File: config.mk
export PLATFORM = sky130hd
export DESIGN_NAME = snoop_bus_arbiter
export DESIGN_NICKNAME = d
export VERILOG_FILES = /design/src/rtl/snoop_bus_pkg.sv /design/src/rtl/snoop_rr_pick.sv /design/src/rtl/snoop_bus_arbiter.sv
export SDC_FILE = /design/constraint.sdc
export NUM_CORES = 1
export LEC_CHECK = 0
export BUFFER_PORTS_ARGS = -buffer_cell sky130_fd_sc_hd__clkbuf_2
export CAP_MARGIN = 20
export CORE_ASPECT_RATIO = 1.4
export CORE_MARGIN = 1
export CORE_UTILIZATION = 41
export DETAILED_ROUTE_END_ITERATION = 7
export PLACE_DENSITY = 0.71
export SLEW_MARGIN = 20
export SYNTH_ARGS = -nofsm -noshare
export SYNTH_HDL_FRONTEND = slang
export SYNTH_SLANG_ARGS = --single-unit
File: constraint.sdc
create_clock -name clk -period 5 [get_ports clk]
set_clock_uncertainty 0.15 [all_clocks]
set_input_delay 0.25 -clock clk [delete_from_list [all_inputs] [get_ports clk]]
set_output_delay 0.25 -clock clk [all_outputs]
set_load 0.02 [all_outputs]
File: src/rtl/snoop_bus_pkg.sv
// Shared types and constants for the two-core snoop bus arbiter.
// Latency: n/a (declarations only).
// Backpressure: n/a.
package snoop_bus_pkg;

    localparam int ADDR_W = 32;
    localparam int OP_W   = 2;

    // Core identifiers as used by the owner / last_owner registers
    localparam logic CORE1 = 1'b0;
    localparam logic CORE2 = 1'b1;

    typedef enum logic [OP_W-1:0] {
        NONE     = 2'b00,
        BUS_RD   = 2'b01,
        BUS_UPGR = 2'b10,
        BUS_RDX  = 2'b11
    } bus_op_t;

    typedef enum logic [2:0] {
        IDLE,
        GRANT,
        SNOOP,
        WAIT_FLUSH,
        DONE
    } arb_state_t;

endpackage

File: src/rtl/snoop_rr_pick.sv
// Two-way round-robin pick: the core that did not own the bus last wins a tie.
// Latency: combinational.
// Backpressure: none; the caller decides when the pick is taken.
module snoop_rr_pick
    import snoop_bus_pkg::*;
(
    input  logic req_core1,
    input  logic req_core2,
    input  logic last_owner,
    output logic pick_vld,
    output logic pick_owner
);

    // Single requester wins outright; on a tie the previous owner yields
    always_comb begin
        pick_vld   = req_core1 | req_core2;
        pick_owner = CORE1;
        if (req_core1 && req_core2) begin
            pick_owner = (last_owner == CORE1) ? CORE2 : CORE1;
        end else if (req_core2) begin
            pick_owner = CORE2;
        end
    end

endmodule

File: src/rtl/snoop_bus_arbiter.sv
// Snoop bus arbiter: grants one core, broadcasts its op/address to the other core, collects hit/flush.
// Latency: grant 1 cycle after request; snoop outputs 1 cycle after op; DONE SNOOP_LAT cycles later (+flush).
// Backpressure: requests wait until IDLE; a flushing snooper stalls the transaction. SNOOP_ARB_TIMEOUT_EN adds a grant hold limit.
module snoop_bus_arbiter
    import snoop_bus_pkg::*;
#(
    parameter int SNOOP_LAT = 1,
    parameter int MAX_HOLD  = 8
) (
    input  logic              clk,
    input  logic              reset,
    input  logic              req_core1,
    input  logic              req_core2,
    output logic              grant_core1,
    output logic              grant_core2,
    input  logic [OP_W-1:0]   bus_operation_in1,
    input  logic [OP_W-1:0]   bus_operation_in2,
    input  logic [ADDR_W-1:0] bus_address_in1,
    input  logic [ADDR_W-1:0] bus_address_in2,
    output logic [OP_W-1:0]   snoop_operation_out1,
    output logic [OP_W-1:0]   snoop_operation_out2,
    output logic [ADDR_W-1:0] snoop_address_out1,
    output logic [ADDR_W-1:0] snoop_address_out2,
    input  logic              cache_hit_in1,
    input  logic              cache_hit_in2,
    input  logic              flush_in1,
    input  logic              flush_in2,
    output logic              shared_out1,
    output logic              shared_out2,
    output logic              txn_done,
    output logic              busy,
    output logic              timeout_err
);

    arb_state_t        state_q, state_d;
    logic              owner_q, owner_d;
    logic              last_owner_q, last_owner_d;
    logic              grant1_q, grant1_d, grant2_q, grant2_d;
    bus_op_t           snp_op1_q, snp_op1_d, snp_op2_q, snp_op2_d;
    logic [ADDR_W-1:0] snp_addr1_q, snp_addr1_d, snp_addr2_q, snp_addr2_d;
    logic              shared1_q, shared1_d, shared2_q, shared2_d;
    logic              txn_done_q, txn_done_d;
    logic [2:0]        snp_cnt_q, snp_cnt_d;

    logic              pick_vld, pick_owner;
    bus_op_t           own_op;
    logic [ADDR_W-1:0] own_addr;
    logic              own_req, snp_hit, snp_flush;

`ifdef SNOOP_ARB_TIMEOUT_EN
    logic [7:0] hold_q, hold_d;
    logic       hold_expire;
    logic       timeout_q, timeout_d;
`else
    // Without the hold counter the limit has no effect
    logic unused_max_hold;
    assign unused_max_hold = (MAX_HOLD > 0);
`endif

    snoop_rr_pick u_pick (
        .req_core1  (req_core1),
        .req_core2  (req_core2),
        .last_owner (last_owner_q),
        .pick_vld   (pick_vld),
        .pick_owner (pick_owner)
    );

    // Owner-side inputs and snooper-side responses, steered by the current owner
    assign own_op    = (owner_q == CORE2) ? bus_op_t'(bus_operation_in2) : bus_op_t'(bus_operation_in1);
    assign own_addr  = (owner_q == CORE2) ? bus_address_in2 : bus_address_in1;
    assign own_req   = (owner_q == CORE2) ? req_core2 : req_core1;
    assign snp_hit   = (owner_q == CORE2) ? cache_hit_in1 : cache_hit_in2;
    assign snp_flush = (owner_q == CORE2) ? flush_in1 : flush_in2;

`ifdef SNOOP_ARB_TIMEOUT_EN
    // Saturating grant hold counter; zeroed as a new grant is issued
    always_comb begin
        hold_d = hold_q;
        if (state_d == GRANT && state_q != GRANT) begin
            hold_d = 8'd0;
        end else if (state_q == GRANT && hold_q != 8'hFF) begin
            hold_d = hold_q + 8'd1;
        end
    end
    assign hold_expire = ({1'b0, hold_q} + 9'd1) >= 9'(MAX_HOLD);
`endif

    // Transaction sequencer: next state and next values of every output register
    always_comb begin
        state_d      = state_q;
        owner_d      = owner_q;
        last_owner_d = last_owner_q;
        grant1_d     = grant1_q;
        grant2_d     = grant2_q;
        snp_op1_d    = snp_op1_q;
        snp_op2_d    = snp_op2_q;
        snp_addr1_d  = snp_addr1_q;
        snp_addr2_d  = snp_addr2_q;
        shared1_d    = shared1_q;
        shared2_d    = shared2_q;
        snp_cnt_d    = snp_cnt_q;
`ifdef SNOOP_ARB_TIMEOUT_EN
        timeout_d    = timeout_q;
`endif
        case (state_q)
            IDLE: begin
                if (pick_vld) begin
                    state_d   = GRANT;
                    owner_d   = pick_owner;
                    grant1_d  = (pick_owner == CORE1);
                    grant2_d  = (pick_owner == CORE2);
                    shared1_d = 1'b0;
                    shared2_d = 1'b0;
                end
            end
            GRANT: begin
                if (own_op != NONE) begin
                    state_d   = SNOOP;
                    snp_cnt_d = 3'd0;
                    if (owner_q == CORE1) begin
                        snp_op2_d   = own_op;
                        snp_addr2_d = own_addr;
                    end else begin
                        snp_op1_d   = own_op;
                        snp_addr1_d = own_addr;
                    end
                end else if (!own_req) begin
                    state_d = DONE;
                end
`ifdef SNOOP_ARB_TIMEOUT_EN
                else if (hold_expire) begin
                    state_d   = DONE;
                    timeout_d = 1'b1;
                end
`endif
            end
            SNOOP: begin
                if (snp_cnt_q == 3'(SNOOP_LAT - 1)) begin
                    if (owner_q == CORE1) shared1_d = snp_hit;
                    else                  shared2_d = snp_hit;
                    state_d = snp_flush ? WAIT_FLUSH : DONE;
                end else begin
                    snp_cnt_d = snp_cnt_q + 3'd1;
                end
            end
            WAIT_FLUSH: begin
                if (!snp_flush) state_d = DONE;
            end
            DONE: begin
                state_d      = IDLE;
                last_owner_d = owner_q;
            end
            default: state_d = IDLE;
        endcase
        // Entering DONE drops the grant and the broadcast in one place
        if (state_d == DONE) begin
            grant1_d    = 1'b0;
            grant2_d    = 1'b0;
            snp_op1_d   = NONE;
            snp_op2_d   = NONE;
            snp_addr1_d = '0;
            snp_addr2_d = '0;
        end
        txn_done_d = (state_d == DONE);
    end

    // State and output registers; reset aborts any transaction without a done pulse
    always_ff @(posedge clk or posedge reset) begin
        if (reset) begin
            state_q      <= IDLE;
            owner_q      <= CORE1;
            last_owner_q <= CORE2;
            grant1_q     <= 1'b0;
            grant2_q     <= 1'b0;
            snp_op1_q    <= NONE;
            snp_op2_q    <= NONE;
            snp_addr1_q  <= '0;
            snp_addr2_q  <= '0;
            shared1_q    <= 1'b0;
            shared2_q    <= 1'b0;
            txn_done_q   <= 1'b0;
            snp_cnt_q    <= 3'd0;
`ifdef SNOOP_ARB_TIMEOUT_EN
            hold_q       <= 8'd0;
            timeout_q    <= 1'b0;
`endif
        end else begin
            state_q      <= state_d;
            owner_q      <= owner_d;
            last_owner_q <= last_owner_d;
            grant1_q     <= grant1_d;
            grant2_q     <= grant2_d;
            snp_op1_q    <= snp_op1_d;
            snp_op2_q    <= snp_op2_d;
            snp_addr1_q  <= snp_addr1_d;
            snp_addr2_q  <= snp_addr2_d;
            shared1_q    <= shared1_d;
            shared2_q    <= shared2_d;
            txn_done_q   <= txn_done_d;
            snp_cnt_q    <= snp_cnt_d;
`ifdef SNOOP_ARB_TIMEOUT_EN
            hold_q       <= hold_d;
            timeout_q    <= timeout_d;
`endif
        end
    end

    assign grant_core1          = grant1_q;
    assign grant_core2          = grant2_q;
    assign snoop_operation_out1 = snp_op1_q;
    assign snoop_operation_out2 = snp_op2_q;
    assign snoop_address_out1   = snp_addr1_q;
    assign snoop_address_out2   = snp_addr2_q;
    assign shared_out1          = shared1_q;
    assign shared_out2          = shared2_q;
    assign txn_done             = txn_done_q;
    assign busy                 = (state_q != IDLE);
`ifdef SNOOP_ARB_TIMEOUT_EN
    assign timeout_err          = timeout_q;
`else
    assign timeout_err          = 1'b0;
`endif

endmodule

==> Word-level counts from Yosys, hierarchy flattened <==
Index checks and enable logic that the tools add are counted.
{ "totals": {"register_bits": 81, "in_bits": 76, "word_cells": 94} }
{ "classes": {"n_addsub": 1, "n_eq_ne": 12, "muxes": 47, "n_bitwise": 2, "reduce_logical": 19} }
{ "op_table": {"columns": ["op", "n"], "rows": [
  ["$mux 32", 9],
  ["$mux 3", 8],
  ["$mux 2", 9],
  ["$mux 1", 17],
  ["$reduce_bool 2->1", 8],
  ["$ne 2x2->1 const B", 6],
  ["$pmux 3 s4", 1],
  ["$reduce_and 3->1", 3],
  ["$reduce_and 4->1", 2],
  ["$eq 3x2->1 const B", 2],
  ["$eq 3x3->1 const B", 2],
  ["$logic_not 3->1", 2],
  ["$pmux 3 s2", 1],
  ["$pmux 1 s2", 2],
  ["$reduce_and 2->1", 2],
  ["$add 3x1->3 const B", 1],
  ["$eq 3x1->1 const B", 1],
  ["$reduce_bool 3->1", 1],
  ["$ne 2x1->1 const B", 1],
  ["$logic_and 1x1->1", 1],
  ["$not 1->1", 1],
  ["$or 1x1->1", 1]
]} }

==> Depth between registers and ports, before layout <==
Gate-level depths: netlist of run 1.
{ "depth": {"depth_word": 7, "depth_mapped": 8, "depth_no_buf": 6} }

==> Cells and area by module <==
From an unflattened synthesis of run 1, not the netlist that was laid out.
{ "unflattened": {"hier_cells": 330, "area_unflattened_um2": 3712.3} }
{ "modules_own_cells": {"columns": ["mod", "n_inst", "cells_each", "area_per_inst_um2", "seq_area_each_um2"], "rows": [
  ["snoop_bus_arbiter", 1, 328, 3698.5, 2028.2],
  ["snoop_rr_pick", 1, 2, 13.8, 0.0]
]} }

==> Least setup slack after synthesis of run 1 <==
No wires, ideal clock.
{ "synth_timing": {"kind": "flip-flop to flip-flop", "startpoint": "reg snp_cnt_q[0]", "endpoint": "reg snp_addr1_q[10], in the netlist snoop_address_out1[10]", "setup_time_ps": 124, "arrival_time_ps": 1736, "required_ps": 4726, "slack_ps": 2991, "path_stages_with_launch": 8, "path_cell_list": "dfrtp_1 inv_1 ha_1 nand2b_1 a2111oi_4 o21bai_2 buf_2 a21oi_1"} }
{ "synth_between": {"elab_chain_cells": 6, "elab_cells_between_ends": 9, "cone_classes": "eq/ne: 1; mux: 3; reduce/logical: 5"} }
{ "synth_lines": {"columns": ["item", "line_no", "text"], "rows": [
  ["from (decl)", "snoop_bus_arbiter.sv:43", "logic [2:0] snp_cnt_q, snp_cnt_d;"],
  ["from (signal assigned)", "snoop_bus_arbiter.sv:200", "snp_cnt_q <= snp_cnt_d;"],
  ["$logic_not 3->1 *", "snoop_bus_arbiter.sv:138", "if (snp_cnt_q == 3'(SNOOP_LAT - 1)) begin"],
  ["$mux 3 *", "snoop_bus_arbiter.sv:138", null],
  ["$pmux 3 s4 *", "snoop_bus_arbiter.sv:105", "case (state_q)"],
  ["$eq 3x3->1 *", "snoop_bus_arbiter.sv:156", "if (state_d == DONE) begin"],
  ["$reduce_bool 2->1 (no source line)", null, null],
  ["$reduce_and 3->1 (no source line)", null, null],
  ["to (signal assigned)", "snoop_bus_arbiter.sv:195", "snp_addr1_q <= snp_addr1_d;"],
  ["to (decl)", "snoop_bus_arbiter.sv:40", "logic [ADDR_W-1:0] snp_addr1_q, snp_addr1_d, snp_addr2_q, snp_addr2_d;"]
]} }
Every way passes the cells marked *; elsewhere a longest branch is shown, timed or not.
A chain may end at the register's enable or synchronous reset.

==> Worst setup path in the final report of run 1 <==
{ "layout_timing": {"startpoint": "reg owner_q", "endpoint": "reg snp_addr2_q[23], in the netlist snoop_address_out2[23]"} }
{ "layout_between": {"elab_chain_cells": 7, "elab_cells_between_ends": 20, "cone_classes": "eq/ne: 2; mux: 14; reduce/logical: 4"} }
{ "layout_lines": {"columns": ["item", "line_no", "text"], "rows": [
  ["from (decl)", "snoop_bus_arbiter.sv:36", "logic owner_q, owner_d;"],
  ["from (signal assigned)", "snoop_bus_arbiter.sv:189", "owner_q <= owner_d;"],
  ["$mux 1 (tied with other cells)", "snoop_bus_arbiter.sv:73", "assign snp_flush = (owner_q == CORE2) ? flush_in1 : flush_in2;"],
  ["$mux 3 (tied with other cells)", "snoop_bus_arbiter.sv:141", "state_d = snp_flush ? WAIT_FLUSH : DONE;"],
  ["$mux 3 (on tied branches)", "snoop_bus_arbiter.sv:138, snoop_bus_arbiter.sv:117", null],
  ["$pmux 3 s4", "snoop_bus_arbiter.sv:105", null],
  ["$eq 3x3->1", "snoop_bus_arbiter.sv:156", null],
  ["$ne 2x1->1 (no source line) or $reduce_bool 2->1 (tied branches)", null, null],
  ["$reduce_and 3->1 (no source line)", null, null],
  ["to (signal assigned)", "snoop_bus_arbiter.sv:196", "snp_addr2_q <= snp_addr2_d;"],
  ["to (decl)", "snoop_bus_arbiter.sv:40", null]
]} }
Several ways; a longest one is shown, not always the timed one. The select of a mux whose other input is x is not followed.

==> results of run 1 <==
Yosys cell counts, drive strengths merged, types with 2 or more instances:
| cell | instances |
|---|---|
| a21oi | 43 |
| a22o | 15 |
| a22oi | 19 |
| a31o | 2 |
| a32o | 2 |
| buf | 20 |
| clkbuf | 4 |
| dfrtp | 80 |
| ha | 2 |
| inv | 11 |
| mux2 | 2 |
| mux2i | 2 |
| nand2 | 77 |
| nand3 | 2 |
| nor2 | 26 |
| nor2b | 2 |
| nor3 | 5 |
| o21ai | 2 |
| o21bai | 2 |
| or3 | 2 |
state kept, by name (all words and copies together) (netlist names):
name                  cells
grant_core1               1
snoop_address_out2       32
owner_q                   1
state_q                   3
txn_done                  1
grant_core2               1
snoop_operation_out2      2
snoop_address_out1       32
shared_out1               1
last_owner_q              1
snoop_operation_out1      2
shared_out2               1
snp_cnt_q                 3
kinds of logic (layout without fill, tap and decap cells):
family                     count (synthesis)  count (layout)
adders and majority gates                  2               2
muxes                                      4               4
and+or+nand+nor                          118             118
other                                      1               1
buffers and inverters                     35             224
DFF                                       81              81
AOI/OAI and AO/OA                         96              96
worst max-delay path, stage by stage, from the launching register on:
cell,delay [ns]
dfrtp_1,0.54
nor3_1,0.40
a221o_1,0.81
nor2b_4,0.50
a22o_1,0.19
routing by layer:
layer | GRT usage [%] | wire (µm) | share of wire [%]
met1 | 27.09 | 3910 | 43
met4 | 12.38 | 347 | 3.8
met2 | 34.58 | 4481 | 49
met3 | 4.016 | 448 | 4.9
met5 | 0 | 0 | 0
worst min path at each step:
stage                                         to  slack [ns]
after floorplan            snoop_address_out1[0]        0.23
after global placement    snoop_address_out1[29]        0.32
after detailed placement   snoop_address_out1[4]        0.33
after CTS                 snoop_address_out1[27]      0.0006
after global routing      snoop_address_out1[18]        0.01
final                                    owner_q       -0.05
report_power, final:
group / internal, µW / switching (µW) / leakage (µW) / total, µW
clock network: 361 / 244 / 0.000139 / 606
logic: 446 / 776 / 0.00135 / 1220
registers: 879 / 161 / 0.00107 / 1040
final cells by class:
| cell class | instances | area (µm²) |
|---|---|---|
| inverter | 11 | 42.54 |
| sequential | 81 | 2028 |
| fill | 701 | 3259 |
| clock inverter | 3 | 15.01 |
| tap | 102 | 127.6 |
| timing repair buffer | 197 | 1217 |
| multi-input combinational | 221 | 1296 |
| clock buffer | 13 | 260.3 |
per-stage QoR:
| step | util (%) | cells | cell area [µm²] | worst slack [ns] |
|---|---|---|---|---|
| 6_report | 60.48 | 628 | 4987 | 2.335 |
| 5_1_grt | 60.48 | 628 | 4987 | 2.023 |
| 4_1_cts | 60.42 | 628 | 4982 | 2.301 |
| 3_5_place_dp | 51.86 | 569 | 4277 | 2.318 |
| 3_3_place_gp | 51.86 | 569 | 4277 | 2.427 |
| 2_1_floorplan | - | 337 | 3523 | 2.522 |
==> impl_metrics.toml, run 1 <==
[status]
status = "finished, violations left"
violations = "negative hold slack"

[floorplanning]
io-pin-count = 151
core-area_um2 = 8247
floorplan.initialDensity_pct = 42.72
die_h_um = 111.7
rows = 39
die_area_um2 = 8973
die_w_um = 80.35

[drt]
avgRoutedWirePerCell_um = 14.63
vias_per_cell = 5.051
drtIter0Drc = 200
wl_um = 9187
drt_first_pass_iters = 4
ant_nets = 0
drcViolationCount = 0
num_vias = 3172

[clocking]
numCtsBuffers = 9
clk_latency_ns = 0.33
postCtsSetupRepairBufs = 0
clkTransAtPathRegs_ns = 0.06
hold_buffers = 43
clock_sinks = 81
root_buffer = "clkbuf_16"
h-tree-depth = 3
clk_path_buf_depth = 2
cts_resized = 0
cts_tree = "done"

[setup_path]
path_class = "reg2reg"
worstSetupEndpointType = "flop"
cp.required_ns = 5.11
worstPathArrival_ns = 2.78
r2r_end = "snoop_address_out2[23]"
critPathMaxFanout = 20
worstSetupStartpointType = "flop"
crit_end = "snoop_address_out2[23]"
reg2reg_depth = 4
rrSetupSlack_ns = 2.34
r2r-start = "owner_q"
startpoint = "owner_q"

[logic_synthesis]
synth_cell_types = 44
synth-async-reset-ratio_pct = 100.0
yosys.area_share.simple_pct = 14.17
ys_seq_elements = 81
synth_area_per_cell_um2 = 10.46
ys_seq_area_share_pct = 57.56
synth_warnings = 0
synth_fp_nets = 415
synthFlopType = "dfrtp_1"
synth_area_um2 = 3523
synth_edf_count = 0
synthCells = 337
synth_top_cells_by_area = "dfrtp_1, nand2_1, a21oi_1"
synth_mux_area_share_pct = 1.207
synth_xor_area_share_pct = 0
synth_fa_ha_area_share_pct = 0.7102
synth_top_area_share_pct = 56.82
synth_top_family_by_area = "compound AO/OA/AOI/OAI gates"
synth_compound_area_share_pct = 20.38
synth_top_cell_by_area = "dfrtp_1"

[final_layout]
drive_gt1_share_pct = 36.31
areaGrowthSynthToFinish_pct = 41.55
final_common_cell = "clkbuf_2"
antennaDiodeCount = 0
nets = 599
final_cell_mix = "clkbuf_2, dfrtp_1, nand2_1"

[sta]
maxSlewHeadroom_pct = 40.72
period_share_pct = 53.29
finalSetupViolCount = 0
worstMarginPinSlew_ns = 0.8889
setup_tns_ns = 0
whs_ns = -0.05361
hold_viol = 54
final-max-slew-violation-count = 0
min_period_ns = 2.665
rsz0062_at_grt = "no"
max_freq_mhz = 375.3

[min_path]
hold_class = "in2async"

[global_route]
grt_util_all_layers_pct = 21.65
antenna_found_initial = 0
grt_pass1_wl_um = 14760
grt_pass1_vias = 3059
grt_max_degree = 82
grt-ovfl-total = 0

[placement]
port_buffers = 149
gp_congestion = 0.8154
dpl.hpwl_um = 6028

[pwr]
p_leak_uw = 0.002562
design_power_total_uw = 2867
power_density_nw_per_um2 = 574.9
vdd_drop_max_mv = 0.2652

[run]
maxCapViolations = 0
Note: power is estimated with default switching activity, not from simulation.
==> inputs of run 2 (changes only) <==
- PLACE_DENSITY: 0.71 -> 0.74
- clock period: 5 -> 2.2 ns (I/O delays scaled with it)
==> impl_metrics.toml, run 2 (synthesized netlist as in run 1, its figures left out) <==
[run]
maxCapViolations = 0

[clocking]
hold_buffers = 71
clk_latency_ns = 0.33
cts_tree = "done"
root_buffer = "clkbuf_16"
clkTransAtPathRegs_ns = 0.06
numCtsBuffers = 9
clock_sinks = 81
cts_resized = 0
postCtsSetupRepairBufs = 0
clk_path_buf_depth = 2
h-tree-depth = 3

[pwr]
vdd_drop_max_mv = 0.8535
clkPwrFrac_pct = 21.9
power_density_nw_per_um2 = 1278
pwr-share-comb_pct = 44.9
switching_share_pct = 40.06
p_leak_uw = 0.002741
power.switching_uw = 2767
p_int_uw = 4140
share_seq_of_total_power_pct = 33.2

[drt]
drcViolationCount = 0
drt_first_pass_iters = 4
num_vias = 3396
drtIter0Drc = 220
vias_per_cell = 5.107
avgRoutedWirePerCell_um = 15.39
wl_um = 10240
ant_nets = 0

[final_layout]
areaGrowthSynthToFinish_pct = 53.37
final_cells = 665
fillers = 619
nets = 636
drive_gt1_share_pct = 35.35
final_cell_area_um2 = 5404
final_cell_mix = "clkbuf_2, dfrtp_1, nand2_1"
antennaDiodeCount = 0
final_common_cell = "clkbuf_2"

[setup_path]
cpLargestDelayFamily = "compound AO/OA/AOI/OAI gates"
cp_num_cells = 6
path_buf_inv = 1
worstPathArrival_ns = 2.21
rrSetupSlack_ns = 0.05
startpoint = "snp_cnt_q[0]"
crit_end = "shared_out2"
max_stage_delay_ns = 0.50
reg2reg_depth = 6
r2r-start = "snp_cnt_q[0]"
worstSetupStartpointType = "flop"
cp.required_ns = 2.26
critPathMaxFanout = 4
path_class = "reg2reg"
r2r_end = "shared_out2"
worstSetupEndpointType = "flop"
path_cells = "inv_1 > ha_1 > nand2b_1 > a2111o_1 > a21oi_1 > mux2_2"
slowest_stage = "a2111o_1"

[sta]
finalSetupViolCount = 0
final.setup.worst_slack_ns = 0.05396
whs_ns = 0.02295
final-max-slew-violation-count = 0
setup_tns_ns = 0
min_period_ns = 2.146
rsz0062_at_grt = "no"
period_share_pct = 97.55
max_freq_mhz = 466.0
hold_viol = 0

[global_route]
antenna_found_initial = 0
grt_util_all_layers_pct = 24.30
grt-ovfl-total = 0
grt_max_degree = 82
grt_pass1_wl_um = 16610
grt_pass1_vias = 3489

[min_path]
hold_class = "in2reg"

[floorplanning]
floorplan.initialDensity_pct = 42.72
die_w_um = 80.35
io-pin-count = 151
die_area_um2 = 8973
core-area_um2 = 8247
rows = 39
die_h_um = 111.7

[placement]
port_buffers = 149
gp_congestion = 0.9243
place_ws_ns = 0.1350
dp_cells = 578
dpl.hpwl_um = 6131
postPlaceCellArea_um2 = 4384

[status]
status = "completed"
-- run 2: cell count changes in the layout (fill, tap and decap cells not counted), sizes merged --
cell / before / now
clkbuf: 162 / 163
buf: 5 / 14
dlygate4sd3: 43 / 71
clkinvlp: 0 / 1
bufinv: 0 / 1
clkinv: 4 / 1
-- run 2: area by class of cell --
type | count | area (µm²) | area share [%]
inverter | 11 | 45.04 | 0.8335
tap | 102 | 127.6 | 2.362
clock inverter | 2 | 35.03 | 0.6483
clock buffer | 14 | 274.0 | 5.071
sequential | 81 | 2028 | 37.53
multi-input combinational | 221 | 1295 | 23.96
timing repair buffer | 234 | 1599 | 29.59
-- run 2: tightest hold or removal path, cell delays in order --
cell and delay, ns:
clkbuf_2 0.14, nand2_1 0.12, a21boi_0 0.09
-- run 2: worst min path at each step --
stage | start | end | slack (ns) | cells past startpoint
floorplan | bus_address_in2[0] | snoop_address_out1[0] | 0.09 | 2
global placement | reset | snoop_address_out1[4] | 0.10 | 3
detailed placement | reset | snoop_address_out1[6] | 0.11 | 3
CTS | req_core2 | owner_q | 0.02 | 3
global route | req_core2 | owner_q | 0.06 | 3
finish | req_core2 | owner_q | 0.02 | 3
-- run 2: power by group through the flow --
stage / Combinational [µW] / Sequential [µW] / Clock, µW
6_report: 3100 / 2290 / 1510
3_5_place_dp: 2980 / 2290 / 0
5_1_grt: 3370 / 2350 / 1610
2_1_floorplan: 1550 / 2800 / 0
4_1_cts: 3090 / 2280 / 1550
3_3_place_gp: 2890 / 2280 / 0
-- run 2: routing by layer --
layer	vias up	part of all wire, %	wire length [µm]	global-route usage (%)
met2	143	53	5402	43.33
li1	1595	-	-	-
met5	-	0	0	0
met4	0	3.5	357	12.38
met1	1629	39	3951	26.55
met3	29	5.1	524	4.836
-- run 2: through the flow --
step	total power (µW)	utilization (%)
finish	6907	65.53
global route	7332	65.53
CTS	6930	65.53
detailed placement	5271	53.16
global placement	5176	53.16
floorplan	4345	-
